[src/rtl/instr_fetch.sv]
// Instruction fetch stage: owns the PC, reads words from the instruction
// cache and loads the instruction register consumed by the main decoder.
// A one-entry skid buffer absorbs a fetch that lands while the decoder
// stalls, and redirects may arrive even while a cache miss is in flight.
module instr_fetch #(
    parameter logic [31:0] RESET_PC = 32'h0000_0000
) (
    input  logic        clk,
    input  logic        rst,
    input  logic        stall,
    input  logic        redirect_valid,
    input  logic [31:0] redirect_pc,
    output logic        ICACHE_ren,
    output logic [29:0] ICACHE_addr,
    input  logic [31:0] ICACHE_rdata,
    input  logic        ICACHE_stall,
    output logic [31:0] IR,
    output logic        IR_valid,
    output logic [31:0] IR_pc,
    output logic [5:0]  IR_opcode,
    output logic [5:0]  IR_func
);

    // REQ: request on pc; HOLD: skid full, waiting for the decoder;
    // KILL: draining a miss whose data must be thrown away.
    typedef enum logic [1:0] {
        REQ  = 2'd0,
        HOLD = 2'd1,
        KILL = 2'd2
    } state_t;

    state_t      state_q, state_d;
    logic [31:0] pc_q, pc_d;
    logic [31:0] ir_q, ir_d;
    logic [31:0] ir_pc_q, ir_pc_d;
    logic        ir_valid_q, ir_valid_d;
    logic [31:0] skid_q, skid_d;
    logic [31:0] skid_pc_q, skid_pc_d;
    logic [29:0] kill_addr_q, kill_addr_d;

    logic        done;
    logic        consume;
    logic [31:0] redirect_target;
    logic        unused_redirect_low;

    // The low redirect bits are dropped: fetches are always word aligned.
    assign redirect_target     = {redirect_pc[31:2], 2'b00};
    assign unused_redirect_low = ^redirect_pc[1:0];

    // Cache request and handshake terms; the request is masked during reset
    // so a stale address never reaches the cache.
    always_comb begin
        ICACHE_ren  = !rst && (state_q == REQ || state_q == KILL);
        ICACHE_addr = 30'd0;
        if (!rst) begin
            if (state_q == KILL) begin
                ICACHE_addr = kill_addr_q;
            end else begin
                ICACHE_addr = pc_q[31:2];
            end
        end
        done    = ICACHE_ren && !ICACHE_stall;
        consume = ir_valid_q && !stall;
    end

    // Decoder-facing views of the instruction register.
    always_comb begin
        IR        = ir_q;
        IR_pc     = ir_pc_q;
        IR_valid  = ir_valid_q;
        IR_opcode = ir_q[31:26];
        IR_func   = ir_q[5:0];
    end

    // Next-state logic: a redirect overrides everything, otherwise each state
    // moves fetched data into IR, the skid buffer, or discards it.
    always_comb begin
        state_d     = state_q;
        pc_d        = pc_q;
        ir_d        = ir_q;
        ir_pc_d     = ir_pc_q;
        ir_valid_d  = ir_valid_q;
        skid_d      = skid_q;
        skid_pc_d   = skid_pc_q;
        kill_addr_d = kill_addr_q;

        if (redirect_valid) begin
            ir_valid_d = 1'b0;
            pc_d       = redirect_target;
            unique case (state_q)
                REQ: begin
                    if (ICACHE_stall) begin
                        kill_addr_d = pc_q[31:2];
                        state_d     = KILL;
                    end
                end
                HOLD:    state_d = REQ;
                KILL:    state_d = KILL;
                default: state_d = REQ;
            endcase
        end else begin
            unique case (state_q)
                REQ: begin
                    if (done) begin
                        if (!ir_valid_q || !stall) begin
                            ir_d       = ICACHE_rdata;
                            ir_pc_d    = pc_q;
                            ir_valid_d = 1'b1;
                        end else begin
                            skid_d    = ICACHE_rdata;
                            skid_pc_d = pc_q;
                            state_d   = HOLD;
                        end
                        pc_d = pc_q + 32'd4;
                    end else if (consume) begin
                        ir_valid_d = 1'b0;
                    end
                end
                HOLD: begin
                    if (!stall) begin
                        ir_d       = skid_q;
                        ir_pc_d    = skid_pc_q;
                        ir_valid_d = 1'b1;
                        state_d    = REQ;
                    end
                end
                KILL: begin
                    if (done) begin
                        state_d = REQ;
                    end
                end
                default: state_d = REQ;
            endcase
        end
    end

    // State registers with synchronous reset; any in-flight response is
    // simply forgotten when reset hits.
    always_ff @(posedge clk) begin
        if (rst) begin
            state_q     <= REQ;
            pc_q        <= RESET_PC;
            ir_q        <= 32'd0;
            ir_pc_q     <= 32'd0;
            ir_valid_q  <= 1'b0;
            skid_q      <= 32'd0;
            skid_pc_q   <= 32'd0;
            kill_addr_q <= 30'd0;
        end else begin
            state_q     <= state_d;
            pc_q        <= pc_d;
            ir_q        <= ir_d;
            ir_pc_q     <= ir_pc_d;
            ir_valid_q  <= ir_valid_d;
            skid_q      <= skid_d;
            skid_pc_q   <= skid_pc_d;
            kill_addr_q <= kill_addr_d;
        end
    end

endmodule
[config.mk]
export PLATFORM = sky130hd
export DESIGN_NAME = instr_fetch
export DESIGN_NICKNAME = d
export VERILOG_FILES = /design/src/rtl/instr_fetch.sv
export SDC_FILE = /design/constraint.sdc
export NUM_CORES = 1
export LEC_CHECK = 0
export ABC_AREA = 1
export BUFFER_PORTS_ARGS = -buffer_cell sky130_fd_sc_hd__buf_2
export CAP_MARGIN = 20
export CORE_AREA = 2 2 161 123
export DETAILED_ROUTE_END_ITERATION = 7
export DIE_AREA = 0 0 163 125
export PLACE_DENSITY = 0.71
export SLEW_MARGIN = 20
export SYNTH_ARGS = -nofsm -noshare
export SYNTH_HDL_FRONTEND = slang
export SYNTH_SLANG_ARGS = --single-unit
[constraint.sdc]
create_clock -name clk -period 1.55 [get_ports clk]
set_input_delay 0.31 -clock clk [delete_from_list [all_inputs] [get_ports clk]]
set_output_delay 0.31 -clock clk [all_outputs]
set_load 0.01 [all_outputs]
==> results of run 1 <==
-- cells by family (layout without fill, tap and decap cells) --
group | after synthesis | in the layout | synth area share [%]
other | 1 | 3 | 0.04403
buffers and inverters | 156 | 439 | 8.814
AND/OR/NAND/NOR | 482 | 482 | 23.21
adder cells (fa/ha/maj) | 1 | 1 | 0.1469
AO/OA/AOI/OAI | 377 | 377 | 23.83
flip-flops | 187 | 187 | 43.95
-- synth_stat cells (all sizes together) --
master and count:
clkbuf 42, a221oi 1, a31oi 69, dfxtp 187, nand2 263, nor2 158, o21ai 193, nor3b 1
and2 1, nor3 6, nand4 6, nand3 47, a21oi 106, ha 1, inv 56, conb 1
buf 58, o211ai 6, a41oi 1, a311oi 1
-- sequential cells by signal, summed over array words and instances (netlist names) --
signal       count
IR_valid         1
skid_q          32
IR              32
pc_q            30
state_q          2
IR_pc           30
kill_addr_q     30
skid_pc_q       30
-- stage by stage --
step / cells / utilization, %
after global routing: 1741 / 69.83
after CTS: 1679 / 58.66
after floorplan: 1205 / -
after global placement: 1639 / 53.60
final: 1742 / 69.84
after detailed placement: 1639 / 53.60
-- how the worst min path moves through the flow --
stage                           from    endpoint  slack (ns)  depth (start not counted)
finish              ICACHE_rdata[23]  skid_q[23]        0.11                          3
global route        ICACHE_rdata[23]  skid_q[23]        0.11                          3
CTS                  ICACHE_rdata[7]   skid_q[7]        0.11                          3
detailed placement        skid_q[13]      IR[13]        0.47                          2
global placement          skid_q[31]      IR[31]        0.46                          2
floorplan            ICACHE_rdata[0]   skid_q[0]        0.44                          2
-- worst reg2reg max path: stages, from the launching register on --
cell and delay [ns]:
dfxtp_4 0.35, buf_6 0.13, nor2_4 0.11, nand2_4 0.08, buf_6 0.12, inv_4 0.05
nand2_4 0.06, nor2_4 0.19, buf_8 0.19, buf_12 0.11, clkbuf_16 0.16, o21ai_1 0.07
nor2_1 0.13
-- power breakdown --
part / internal [mW] / switching, mW / total (mW) / leakage, nW
Clock: 2.64 / 2.03 / 4.66 / 0.297
Combinational: 0.926 / 1.20 / 2.12 / 3.64
Sequential: 5.02 / 0.193 / 5.22 / 1.53
Total: 8.59 / 3.42 / 12.0 / 5.47
-- final cells by class --
type,instances,area (um^2)
antenna,1,2.502
fill,1401,5728
sequential,187,3770
clock buffer,19,452.9
timing repair buffer,351,3074
clock inverter,12,158.9
inverter,56,240.2
tap,253,316.6
timing repair inverter,1,16.27
multi-input combinational,862,5234
-- layer usage --
layer,part of all wire (%),track usage [%],up-vias
met4,2.3,5.622,2
met3,10,5.640,70
met2,44,38.83,545
li1,-,-,4609
met5,0.039,0,-
met1,43,37.25,4732
-- timing repair --
action | in CTS | in global routing
pin swaps | 12 | 56
setup buffers | 6 | 29
endpoints found under the setup margin | 71 | 179
resized for setup | 85 | 370
gates cloned | 3 | 35
==> metrics, run 1 <==
Max clock buf depth=2; setup ws final=-0.3394 ns; worst vdd ir=672.0 uV; failing checks=negative setup slack; GRT Resource Usage Total=25.59%; status=finished with violations; CTS clk-pin slew, worst paths=0.07 ns; fin nets=1546; crit end category=output pin; kind of critical path=flip-flop to output pin; clk root buf=clkbuf_16; Worst setup endpoint=ICACHE_addr[27]; Post-Synthesis Cells=1204; f_max=529.3 MHz; CP delay by family, top=buffers and inverters; Final setup viols=185; leakage=about 5.5 nW; Worst setup startpoint=state_q[1]; die area=20380 um^2; max incr delay on CP=0.33 ns; Sink Count=between 150 and 200; Crit Reg-Reg Endpoint=skid_q[18]; Worst setup SP type=flip-flop; drt initial violations=1020; Final Hold Fails=0; Cell Area, Synth=8517 um^2; first-pass GRT wire length=42.12 mm; effective utilization at floorplan=44.84%; HP Class=input port to flip-flop; Crit Reg-Reg Startpoint=state_q[0]; PwrDens=904.9 nW/um^2; Seq/Total Area, Yosys=43.95%; H-tree Lvls=4; CP max FO=8; Area growth, synth to finish=55.75%; CTS tree=yes; Overall Power=12.00 mW; height of the die=approximately 130 um; FF-to-FF setup slack=-0.26 ns; Tcrit/Tclk final=121.9%; worst skew pair latency=0.43 ns; largest net degree at the start of global routing=57; top cell type by total area after synthesis=dfxtp_1; Final Max Tran Viols=0; vias in the first global route=8215; CP max stage cell=dfxtp_2; RD Place Congestion=0.9212; Final ANT Viol Nets=0; Critical Path AT=1.58 ns; RSZ-0062 raised after global routing=yes; fin crit period=1.889 ns; Hold WS=0.1124 ns; number of distinct library cells after synthesis=31; setup TNS=-29.46 ns; share of layout cells above drive strength 1=~44%; CTS Buf Count=17; pre-CTS setup slack=-0.1262 ns; 1st-pass router iterations=6; final instance area=13270 um^2; required time of the worst setup path=1.24 ns; port bufs=about 170; Die Width=163 um; Total Wirelength=33.47 mm; largest cells by area after synthesis=dfxtp_1 (44%), nand2_1 (11%), o21ai_0 (7.9%); Yosys reg bits=about 190; commonest non-fill, non-tap cell in the layout=nand2_1; io pins=around 180; core region area=approximately 19000 um^2; Vias/cell=5.716; routed len/inst=around 19 um; antenna violations before repair=1; Placed Area=10180 um^2; GRT Residual Overflow=0; reg2reg path depth=12; Max Cap Viol=0; Row Count=44; # DRC=0; sequence of cells on the critical path=inv_2 -> nor2_4 -> inv_6 -> clkbuf_16 -> o21ai_4 -> a21oi_2 -> buf_2; Levels on crit path=7; Hold Buf Count CTS=0; Detailed Place HPWL=17.53 mm; synth warn=0; most frequent cells in the layout=nand2_1 (242), dfxtp_1 (172), buf_2 (172), o21ai_2 (97), buf_4 (97); clk_skew=roughly 0.0075 ns; syn avg cell area=7.074 um^2; Yosys top cell area share=43.95%; worst path bufs/invs=4; vias=9958
Power figures use the tool's default switching activity.
==> run 2, diff against run 1 <==
ABC_AREA = unset   (was 1)
CORE_AREA = 2 2 159 122   (was 2 2 161 123)
DIE_AREA = 0 0 161 124   (was 0 0 163 125)
clock period = 1.6 ns   (was 1.55 ns; I/O delays follow)
==> metrics, run 2 <==
CTS Buf Count=17; worst skew pair latency=roughly 0.44 ns; largest net degree at the start of global routing=77; worst vdd ir=764.8 uV; CTS clk-pin slew, worst paths=0.08 ns; first-pass GRT wire length=42.11 mm; fin nets=1367; io pins=between 150 and 200; Placed Area=10000 um^2; Worst setup SP type=flip-flop; top cell type by total area after synthesis=dfxtp_1; Yosys top cell area share=44.91%; Row Count=43; vias=around 8700; 1st-pass router iterations=5; Die Width=around 160 um; commonest cells in the synthesized netlist=nand2_1 (267), dfxtp_1 (187), a21oi_1 (129), nor2_1 (98), a211oi_1 (82); fin crit period=around 2.0 ns; crit end category=flip-flop; largest cells by area after synthesis=dfxtp_1 (45%), nand2_1 (12%), a21oi_1 (7.7%); PwrDens=820.6 nW/um^2; pre-CTS setup slack=-0.3871 ns; leakage=5.831 nW; HP Class=input port to flip-flop; reg2reg path depth=10; CP max stage cell=dfxtp_2; syn avg cell area=7.923 um^2; FF-to-FF setup slack=-0.43 ns; Total Wirelength=29.68 mm; Detailed Place HPWL=15.96 mm; required time of the worst setup path=~2.0 ns; status=finished with violations; most frequent cells in the layout=dfxtp_1 (181), buf_2 (171), nand2_1 (166), nor2_1 (92), a21oi_2 (87); fillcell total=1268; Max-slew headroom=56.80%; number of distinct library cells after synthesis=45; routed len/inst=19.05 um; # DRC=0; Area growth, synth to finish=58.29%; clk_skew=0.01221 ns; core region area=around 18000 um^2; Tcrit/Tclk final=127.1%; RSZ-0062 raised after global routing=yes; Cell Area, Synth=8335 um^2; Max clock buf depth=2; vias in the first global route=7721; antenna violations before repair=0; Worst setup endpoint=skid_pc_q[29]; clk root buf=clkbuf_16; RD Place Congestion=0.8911; Max Cap Viol=0; Overall Power=10.83 mW; GRT Residual Overflow=0; Seq/Total Area, Yosys=44.91%; synth warn=0; max incr delay on CP=~0.34 ns; most common cell in the synthesized netlist=nand2_1; die area=roughly 20000 um^2; Worst setup startpoint=state_q[0]; Crit Reg-Reg Startpoint=state_q[0]; ys async rst share=0%; drt initial violations=706; measured slew at the worst slew-check pin=0.6481 ns; Post-Synthesis Cells=around 1100; effective utilization at floorplan=between 40% and 50%; Vias/cell=about 5.6; f_max=491.9 MHz; share of layout cells above drive strength 1=50.08%; Final Hold Fails=0; CP max FO=7; Final Max Tran Viols=0; port bufs=172; Main synth FF type=dfxtp_1; CP dominant cell by count=buf_6; Final ANT Viol Nets=0; height of the die=124 um; Sink Count=187; sequence of cells on the critical path=buf_6 -> or3_4 -> buf_6 -> nor3_2 -> buf_4 -> and3_4 -> buf_8 -> buf_12 -> nand2_4 -> a21oi_2; Post-synth EDFFs=0; final core utilization=72.13%; Crit Reg-Reg Endpoint=skid_pc_q[29]; CTS tree=yes; commonest non-fill, non-tap cell in the layout=dfxtp_1; setup ws final=-0.4328 ns; H-tree Lvls=4; GRT Resource Usage Total=around 27%; kind of critical path=flip-flop to flip-flop; failing checks=negative setup slack; final instance area=13190 um^2; Yosys reg bits=187; Final setup viols=217; Critical Path AT=approximately 2.4 ns
[run 2: worst max-delay path: cells and delay by family, from the launching register on]
kind | cells | cell delay [ns]
and+or+nand+nor | 4 | 0.76
DFF | 1 | 0.34
AOI/OAI and AO/OA | 1 | 0.15
buffers and inverters | 5 | 0.71
[run 2: what timing repair did]
item,in CTS,in global routing
setup endpoints to repair,184,217
gates resized for setup,147,280
pin swaps,96,139
hold buffers,0,0
gates cloned,24,8
buffers inserted,40,14
[run 2: kinds of logic (layout without fill, tap and decap cells)]
kind of cell             Yosys count  count (layout)  synth area share [%]
other                              1               3               0.04499
flip-flops                       187             187                 44.91
AND/OR/NAND/NOR                  433             433                 22.13
multiplexers                      65              65                 7.820
AO/OA/AOI/OAI                    227             227                 16.36
XOR/XNOR                          23              23                 2.417
buffers and inverters            115             372                 6.169
adder cells (fa/ha/maj)            1               1                0.1501
[run 2: metrics by stage]
stage                     hold WS, ns  setup TNS [ns]  std cells
after floorplan                0.4357          -4.080       1053
after global placement         0.4393          -35.71       1451
after detailed placement       0.4458          -38.32       1451
after CTS                      0.1103          -57.41       1546
after global routing           0.1075          -75.96       1557
final                          0.1191          -62.55       1558
[run 2: cell type report]
type | instances | area [um^2] | area share, %
Antenna cell | 1 | 2.502 | 0.01897
Inverter | 3 | 11.26 | 0.08535
Clock inverter | 15 | 152.6 | 1.157
Multi-Input combinational cell | 751 | 5455 | 41.35
Tap cell | 247 | 309.0 | 2.342
Clock buffer | 17 | 425.4 | 3.224
Timing Repair Buffer | 337 | 3087 | 23.39
Sequential cell | 187 | 3751 | 28.43
[run 2: how the worst min path moves through the flow]
| stage | from | end | slack [ns] | cells after the start |
|---|---|---|---|---|
| 2_1_floorplan | skid_pc_q[10] | skid_pc_q[10] | 0.44 | 2 |
| 3_3_place_gp | kill_addr_q[19] | kill_addr_q[19] | 0.44 | 2 |
| 3_5_place_dp | skid_q[30] | skid_q[30] | 0.45 | 2 |
| 4_1_cts | redirect_pc[2] | pc_q[2] | 0.11 | 3 |
| 5_1_grt | ICACHE_rdata[11] | skid_q[11] | 0.11 | 3 |
| 6_report | ICACHE_rdata[11] | skid_q[11] | 0.12 | 3 |
[run 2: power by group]
| part | switching (mW) | internal [mW] | total, mW |
|---|---|---|---|
| combinational | 0.934 | 0.712 | 1.65 |
| clock | 2.06 | 2.21 | 4.27 |
| sequential | 0.104 | 4.81 | 4.91 |
[run 2: layer usage]
layer	up-vias	share of wire, %	track usage [%]
met1	4200	44	37.77
li1	4078	-	-
met3	32	7.6	6.327
met5	-	0	0
met4	0	1.4	5.692
met2	365	47	42.68
==> run 3, diff against run 2 <==
--- a/config.mk
+++ b/config.mk
@@ -11,4 +11,5 @@
 export DETAILED_ROUTE_END_ITERATION = 7
 export DIE_AREA = 0 0 161 124
+export GPL_TIMING_DRIVEN = 0
 export PLACE_DENSITY = 0.71
 export SLEW_MARGIN = 20
==> constraint.sdc (replaced) <==
create_clock -name clk -period 1.6 [get_ports clk]
set_input_delay 0.08 -clock clk [delete_from_list [all_inputs] [get_ports clk]]
set_output_delay 0.08 -clock clk [all_outputs]
set_load 0.01 [all_outputs]
==> metrics, run 3 (synthesized netlist as in run 2, its figures left out) <==
status=finished with violations; failing checks=negative setup slack; Max Cap Viol=0; RSZ-0062 raised after global routing=yes; port bufs=171; GRT Residual Overflow=0; Row Count=43; worst vdd ir=737.7 uV; setup ws final=-0.4021 ns; Max clock buf depth=2; most frequent cells in the layout=buf_2 (173), nand2_1 (166), dfxtp_1 (165), nor2_1 (95), a21oi_2 (84); reg2reg path depth=7; Critical Path AT=2.31 ns; 1st-pass router iterations=7; effective utilization at floorplan=45.57%; io pins=177; share of layout cells above drive strength 1=46.28%; FF-to-FF setup slack=-0.40 ns; fin nets=1442; antenna violations before repair=0; Vias/cell=5.685; Tcrit/Tclk final=125.1%; vias=roughly 9300; worst skew pair latency=0.45 ns; crit end category=flip-flop; Final setup viols=186; CP max FO=6; Total Wirelength=33.12 mm; Detailed Place HPWL=17.66 mm; f_max=499.5 MHz; Die Width=161 um; die area=19960 um^2; height of the die=124 um; clk_skew=between 0.01 and 0.015 ns; kind of critical path=flip-flop to flip-flop; Placed Area=9679 um^2; pre-CTS setup slack=-0.6922 ns; CTS clk-pin slew, worst paths=0.08 ns; hold depth=5; Sink Count=187; # DRC=0; Final Hold Fails=0; final instance area=approximately 14000 um^2; measured slew at the worst slew-check pin=0.8511 ns; Final Max Tran Viols=0; Hold WS=0.05784 ns; first-pass GRT wire length=about 43 mm; largest net degree at the start of global routing=18; leakage=5.924 nW; routed len/inst=20.29 um; commonest non-fill, non-tap cell in the layout=buf_2; PwrDens=826.1 nW/um^2; CTS Buf Count=17; HP Class=input port to flip-flop; Max-slew headroom=between 40% and 50%; Diodes inserted=0; core region area=18290 um^2; GRT Resource Usage Total=27.73%; Final ANT Viol Nets=0; drt initial violations=1005; RD Place Congestion=between 0.8 and 0.9; vias in the first global route=between 8000 and 9000; clk root buf=clkbuf_16; required time of the worst setup path=1.91 ns; Worst setup SP type=flip-flop; H-tree Lvls=4; CTS tree=yes; fin crit period=around 2 ns; Area growth, synth to finish=63.13%; Overall Power=roughly 11 mW; setup TNS=-47.18 ns
==> run 3: changes by cell type in the layout (fill, tap and decap cells not counted), sizes merged <==
cell	change
clkbuf	+53
dlygate4sd3	+60
bufinv	+2
clkinv	-2
diode	-1
clkinvlp	+1
buf	-39
nand3	+2
inv	-2
==> run 3: where the power goes <==
group	leakage, nW	total [mW]	internal (mW)	switching, mW
clock	0.298	4.62	2.55	2.07
sequential	1.53	4.97	4.81	0.155
combinational	4.09	1.65	0.722	0.928
==> run 3: layout make-up <==
class,count,area [um^2]
clock inverter,14,183.9
tap,247,309.0
multi-input combinational,753,5459
fill,1190,4695
clock buffer,18,439.2
buffer,102,1008
timing repair buffer,308,2396
inverter,3,11.26
sequential,187,3791
==> run 3: metal layers <==
layer	track usage [%]	wire, um	vias to the layer above
li1	-	-	4207
met1	36.74	13430	4389
met2	44.77	15610	579
met3	6.227	3026	103
met4	10.16	1051	0
met5	0	0	-
==> run 3: timing repair <==
action,CTS,global route
cloned,15,9
buffers inserted,46,13
hold buffers,60,0
setup endpoints to repair,215,215
pin swaps,82,143
endpoints found under the hold margin,72,0
resized for setup,263,290
==> run 3: worst paths after layout <==
check	endpoint	from
worst max-delay path	skid_q[8]	state_q[0]
worst min-delay path	pc_q[21]	redirect_pc[21]
worst max register to register	skid_q[8]	state_q[0]
worst min register to register	kill_addr_q[2]	kill_addr_q[2]
==> run 3: worst max-delay path: stages (launching register included) <==
cell and delay [ns]:
dfxtp_4 0.37, or3_4 0.40, nor3_4 0.24, buf_6 0.19, nand3_4 0.23, clkbuf_16 0.29
nand2_4 0.08, a21oi_2 0.06
==> run 3: through the flow <==
step           util (%)  instances
4_1_cts           67.99       1622
3_3_place_gp      52.91       1471
5_1_grt           74.34       1632
3_5_place_dp      52.91       1471
2_1_floorplan         -       1053
6_report          74.34       1632
